`src/rtl/regfile_rd.sv`:
```
// 32 x DATA_W register file with registered dual read port, stall and X31 hardwired to zero.
// Define REGFILE_BYPASS_EN to forward same-edge write data to an accepted read.
module regfile_rd #(
  parameter int DATA_W = 64
) (
  input  logic              clk,
  input  logic              reset,
  input  logic              wr_en,
  input  logic [4:0]        wr_addr,
  input  logic [DATA_W-1:0] wr_data,
  input  logic              rd_req,
  input  logic [4:0]        rd_addr_a,
  input  logic [4:0]        rd_addr_b,
  input  logic              stall,
  output logic              rd_valid,
  output logic [DATA_W-1:0] rd_data_a,
  output logic [DATA_W-1:0] rd_data_b
);

  localparam logic [4:0] ZERO_IDX = 5'd31;

  logic [DATA_W-1:0] regs [0:30];
  logic              wr_hit;
  logic              rd_accept;
  logic [DATA_W-1:0] nxt_a;
  logic [DATA_W-1:0] nxt_b;

  assign wr_hit    = wr_en && (wr_addr != ZERO_IDX);
  assign rd_accept = rd_req && !stall;

  function automatic logic [DATA_W-1:0] port_val(
    input logic [4:0]        addr,
    input logic              hit,
    input logic [4:0]        waddr,
    input logic [DATA_W-1:0] wdata,
    input logic [DATA_W-1:0] stored
  );
    logic [DATA_W-1:0] v;
    v = stored;
`ifdef REGFILE_BYPASS_EN
    if (hit && (waddr == addr)) v = wdata;
`else
    if (hit && (waddr == addr) && 1'b0) v = wdata;
`endif
    if (addr == ZERO_IDX) v = '0;
    return v;
  endfunction

  // The read mux never indexes entry 31; it is forced to zero by port_val.
  always_comb begin
    nxt_a = port_val(rd_addr_a, wr_hit, wr_addr, wr_data,
                     (rd_addr_a == ZERO_IDX) ? '0 : regs[rd_addr_a]);
    nxt_b = port_val(rd_addr_b, wr_hit, wr_addr, wr_data,
                     (rd_addr_b == ZERO_IDX) ? '0 : regs[rd_addr_b]);
  end

  always_ff @(posedge clk or negedge reset) begin
    if (!reset) begin
      for (int i = 0; i < 31; i++) regs[i] <= '0;
    end else if (wr_hit) begin
      regs[wr_addr] <= wr_data;
    end
  end

  always_ff @(posedge clk or negedge reset) begin
    if (!reset) begin
      rd_valid  <= 1'b0;
      rd_data_a <= '0;
      rd_data_b <= '0;
    end else if (!stall) begin
      rd_valid <= rd_req;
      if (rd_req) begin
        rd_data_a <= nxt_a;
        rd_data_b <= nxt_b;
      end
    end
  end

endmodule

```
`config.mk`:
```
export PLATFORM = sky130hd
export DESIGN_NAME = regfile_rd
export DESIGN_NICKNAME = d
export VERILOG_FILES = /design/src/rtl/regfile_rd.sv
export SDC_FILE = /design/constraint.sdc
export NUM_CORES = 2
export LEC_CHECK = 0
export CAP_MARGIN = 30
export CORE_ASPECT_RATIO = 1.25
export CORE_MARGIN = 1
export CORE_UTILIZATION = 51
export CTS_CLUSTER_DIAMETER = 60
export CTS_CLUSTER_SIZE = 8
export DETAILED_ROUTE_END_ITERATION = 10
export PLACE_DENSITY = 0.64
export REMOVE_ABC_BUFFERS = 1
export SYNTH_ARGS = -nofsm -noshare
export SYNTH_HDL_FRONTEND = slang
export SYNTH_SLANG_ARGS = --single-unit
```
`constraint.sdc`:
```
create_clock -name clk -period 2.55 [get_ports clk]
set_input_delay 0.765 -clock clk [delete_from_list [all_inputs] [get_ports clk]]
set_output_delay 0.765 -clock clk [all_outputs]
set_load 0.01 [all_outputs]
```
* After elaboration in Yosys (flattened, before gate mapping)
Cells that the tools add are included.
** Operators by class
- $lt $le $gt $ge :: 4
- Eq/ne operators :: 3
- Muxes and demuxes :: 11
- Bitwise operators :: 4
- Reductions and logical operators :: 3
** Operators with widths (count)
- $bwmux 1984 :: 1
- $bmux 64 s5 :: 2
- $mux 64 :: 7
- $demux 64 s5 :: 1
- $ge 6x6->1 const B :: 3
- $not 5->6 :: 3
- $eq 5x5->1 const B :: 2
- $lt 6x1->1 const B :: 1
- $ne 5x5->1 const B :: 1
- $logic_and 1x1->1 :: 2
- $reduce_and 2->1 :: 1
- $not 1->1 :: 1
** Word-level totals
- Register bits after elaboration :: 2113
- Input port bits :: 84
- Output and inout port bits :: 129
- Logic and storage cells :: 59

* Logic depth before layout (Yosys ltp)
- Depth after elaboration :: 6
- Mapped depth :: 9
- Mapped depth without buffers :: 4

* Worst setup path after synthesis
OpenSTA, ideal clock, no wires.
- Path type :: input-to-reg
- Start point :: input rd_addr_a[0]
- End point :: register rd_data_a[42]
- Setup time :: 0.134 ns
- Arrival time :: 2.222 ns
- Required time :: 2.416 ns
- Setup slack :: 0.194 ns
- Cell stages on the path :: 7
- Buffers on the path :: 4
- Path through :: buf_6 buf_4 buf_4 buf_2 mux2_2 a221oi_1 a22oi_1
** On the way
- Word-level cells in the longest chain between the ends :: 5
- Elaborated cells on any way between the ends :: 6
- Classes of those cells :: eq/ne (1); mux (4); bitwise (1)
** RTL lines
- start: declaration :: RTL line 12 : input logic [4:0] rd_addr_a,
- $not 5->6 (implied by the code) :: RTL line 52 : (rd_addr_a == ZERO_IDX) ? '0 : regs[rd_addr_a]);
- $bmux 64 s5 :: RTL line 52
- $mux 64 (implied by the code) (2 in a row) :: RTL line 52
- $mux 64 * :: RTL line 45 : if (addr == ZERO_IDX) v = '0;
- end signal: assignment :: RTL line 73 : rd_data_a <= nxt_a;
- end: declaration :: RTL line 16 : output logic [DATA_W-1:0] rd_data_a,
Mark *: on every way between the ends. The rest lies on a longest branch, timed or not. The select of a mux whose other input is x is not followed.
A chain may end at the register's enable or synchronous reset.

* Worst setup path in the final report
- Start point :: input wr_addr[4]
- End point :: register regs[1835] (netlist bit)
** On the way
- Word-level cells in the longest chain between the ends :: 6
- Elaborated cells on any way between the ends :: 9
- Classes of those cells :: order compare (2); eq/ne (1); mux (3); bitwise (1); reduce/logical (2)
** RTL lines
- start: declaration :: RTL line 9 : input logic [4:0] wr_addr,
- $not 5->6 (implied by the code) :: RTL line 61 : regs[wr_addr] <= wr_data;
- $ge 6x6->1 (implied by the code) / $lt 6x1->1 (equally long branches) :: RTL line 61
- $logic_and 1x1->1 (implied by the code) :: RTL line 61
- $mux 64 (implied by the code) :: RTL line 61
- $demux 64 s5 :: RTL line 61
- $bwmux 1984 :: RTL line 61
- end signal: indexed assignment :: RTL line 61
- end: declaration :: RTL line 22 : logic [DATA_W-1:0] regs [0:30];
Several ways; a longest one is shown, not always the timed one.

==> impl_metrics.json <==
{
  "dp_cells": 11200,
  "synthSimpleGateAreaFrac": 0.0245,
  "first_pass_iters": 6,
  "nNetsFinal": 8691,
  "synth_edf_count": 0,
  "skew_ps": 43.7,
  "endpoint_kind": "register",
  "critPathArrivalTime_ps": 3240,
  "drt-total-wl_um": 409000,
  "cp.buffers_inverters": 5,
  "num_vias": 80300,
  "syn_area_mm2": 0.112,
  "grt_max_degree": 119,
  "drive_gt1_frac": 0.474,
  "cts_root_buf": "clkbuf_16",
  "synth_compound_area_frac": 0.0656,
  "dpl_worst_slack_ps": -706,
  "cp_top_family": "buffers and inverters",
  "grt_pass1_vias": 84500,
  "power_density_mw_per_mm2": 772,
  "status": "finished, final reports clean",
  "clock.fmax_mhz": 401,
  "layout_common_cells": "dfrtp_1, mux2_2, mux2i_1",
  "ys.flop_type": "dfrtp_1",
  "clk_path_buf_depth": 4,
  "detail_route.vias_per_cell": 6.96,
  "ant_nets": 0,
  "ys_async_sr_fraction": 1.00,
  "die_area_mm2": 0.222,
  "ir_drop_mv": 0.545,
  "hp-start": "rd_addr_b[3]",
  "p_leak_nw": 60.4,
  "clk_pin_slew_ps": 50,
  "portBuffers": 212,
  "num_io_pins": 213,
  "die_w_um": 422,
  "hold_violations": 0,
  "grt_pass1_wl_um": 596000,
  "r2r-start": "regs[1004]$_DFFE_PN0P_",
  "synth-adder-area-share": 0,
  "report.final.slew_viol_count": 0,
  "drt_iter0_drc": 8602,
  "grt_overflow_total": 0,
  "muxShareOfSynthArea": 0.397,
  "fillers": 16800,
  "path_cells": "clkdlybuf4s50_1 -> buf_4 -> buf_12 -> nor3_1 -> buf_4 -> nand2_4 -> buf_12 -> mux2_2",
  "fin_crit_ps": 2490,
  "drv_cap": 0,
  "cts_max_level": 5,
  "cts_tree": "yes",
  "ys_types": 52,
  "crit_path_start": "wr_addr[4]",
  "antenna_found_initial": 16,
  "ys_ff_latch": 2113,
  "num_rows": 192,
  "yosysWarningCount": 0,
  "clk_latency_ps": 900,
  "start_util": 0.513,
  "fin_ws_ps": 59.2,
  "finalSetupViolations": 0,
  "drcViolationCount": 0,
  "area.sequential_mm2": 0.0529,
  "die_y_um": 527,
  "rsz0062_at_grt": "false",
  "synth_top_family_by_area": "multiplexers",
  "fin_crit_sh": 0.977,
  "mostFrequentLayoutCell": "dfrtp_1",
  "grt.total_usage": 0.366,
  "synth_xor_area_frac": 0,
  "syn_to_final_growth_pct": 19.3,
  "gp_congestion": 0.899,
  "core_area_mm2": 0.219,
  "hp-class": "input pin to register",
  "seq_area_frac_synth": 0.470,
  "place_hpwl_um": 272000,
  "multi_input_area_mm2": 0.0552,
  "relSlewSlack": 0.377,
  "critPathMaxFanout": 19,
  "required_ps": 3300,
  "worst_pin_slew_ps": 932,
  "cpPeakStageDelay_ps": 640,
  "cp-start-kind": "input pin",
  "syn-mean-instance-area_um2": 14.1,
  "worstSetupPathType": "input pin to register",
  "clock_sinks": 2113,
  "layout.cells.non_filler": 11500,
  "cts_made_buffers": 308,
  "slowest_stage": "nor3_1",
  "syn_inst": 7976,
  "wire_per_inst_um": 35.4
}
## cells by family (layout without fill, tap and decap cells)
kind of cell / Yosys count / after routing
flip-flops: 2113 / 2113
buffers and inverters: 928 / 1585
multiplexers: 3441 / 3441
AND/OR/NAND/NOR: 545 / 545
AO/OA/AOI/OAI: 949 / 949
other: 0 / 2
## layer usage
layer / GRT usage / wire (µm) / vias to the layer above
li1: - / - / 31900
met1: 0.471 / 158000 / 42900
met2: 0.584 / 193000 / 4261
met3: 0.0727 / 33000 / 1303
met4: 0.200 / 25500 / 18
met5: 0 / 114 / -
## layout make-up
class                   count  share of cell area
well taps                2910              0.0271
clock buffers             318              0.0590
multi-input cells        4935               0.411
diodes                      2           0.0000373
inverters                  66             0.00185
clock inverters            18             0.00196
repair buffers           1183               0.104
flip-flops and latches   2113               0.395
## final timing paths
path | to | slack [ps] | depth (start not counted)
hold reg to reg | regs[104]$_DFFE_PN0P_ | 490 | 1
max in group asynchronous | rd_data_a[52]$_DFFE_PN0P_ | 1040 | 4
setup reg to reg | rd_data_a[44]$_DFFE_PN0P_ | 760 | 4
hold / removal | rd_data_b[59]$_DFFE_PN0P_ | 360 | 3
setup / recovery | regs[1835]$_DFFE_PN0P_ | 60 | 8
min in group asynchronous | regs[951]$_DFFE_PN0P_ | 390 | 2
## stage by stage
step	instance area, µm²	hold slack [ps]	utilization	setup TNS (ps)	power, W
finish	134000	365	0.612	0	0.104
global route	134000	377	0.612	0	0.107
CTS	134000	316	0.612	0	0.104
detailed placement	126000	475	0.575	-913430	0.0670
global placement	126000	467	0.575	-971270	0.0659
floorplan	108000	458	-	-1405020	0.0573
## power breakdown
| group | leakage (nW) | total, W | switching (W) | internal (W) |
|---|---|---|---|---|
| clock | 4.02 | 0.0367 | 0.0148 | 0.0219 |
| combinational | 29.4 | 0.0211 | 0.00885 | 0.0123 |
| sequential | 27.0 | 0.0457 | 0.00551 | 0.0402 |
## sequential cells by signal, summed over array words and instances, names as in the netlist
register	cells
rd_valid	1
regs	1984
rd_data_a	64
rd_data_b	64
## cells in the mapped netlist (all sizes together), types with 27 or more instances
cell type	number	area share
dfrtp	2113	0.47
mux2	2095	0.21
mux2i	738	0.066
mux4	608	0.12
buf	452	0.027
clkbuf	410	0.014
a22oi	251	0.017
nand2	203	0.0068
a21oi	112	0.0050
nand3	98	0.0044
o221ai	95	0.0074
nor2	73	0.0032
a221oi	66	0.0051
inv	66	0.0022
o211ai	55	0.0037
o21ai	51	0.0023
a22o	48	0.0037
nand4	48	0.0027
a221o	45	0.0040
a32oi	42	0.0033
a21o	33	0.0022
a31oi	33	0.0018
and3	32	0.0018
o221a	30	0.0030
nand2b	27	0.0015
## tightest hold or removal path: stages
cell	delay, ps
clkbuf_8	190
o211ai_1	120
a22oi_1	70
## what timing repair did
item	CTS	global route
hold endpoints to repair	69	0
gates resized for setup	178	0
setup buffers	20	0
endpoints found under the setup margin	129	0
hold buffers	1	0
Note: power is estimated with default switching activity, not from simulation.
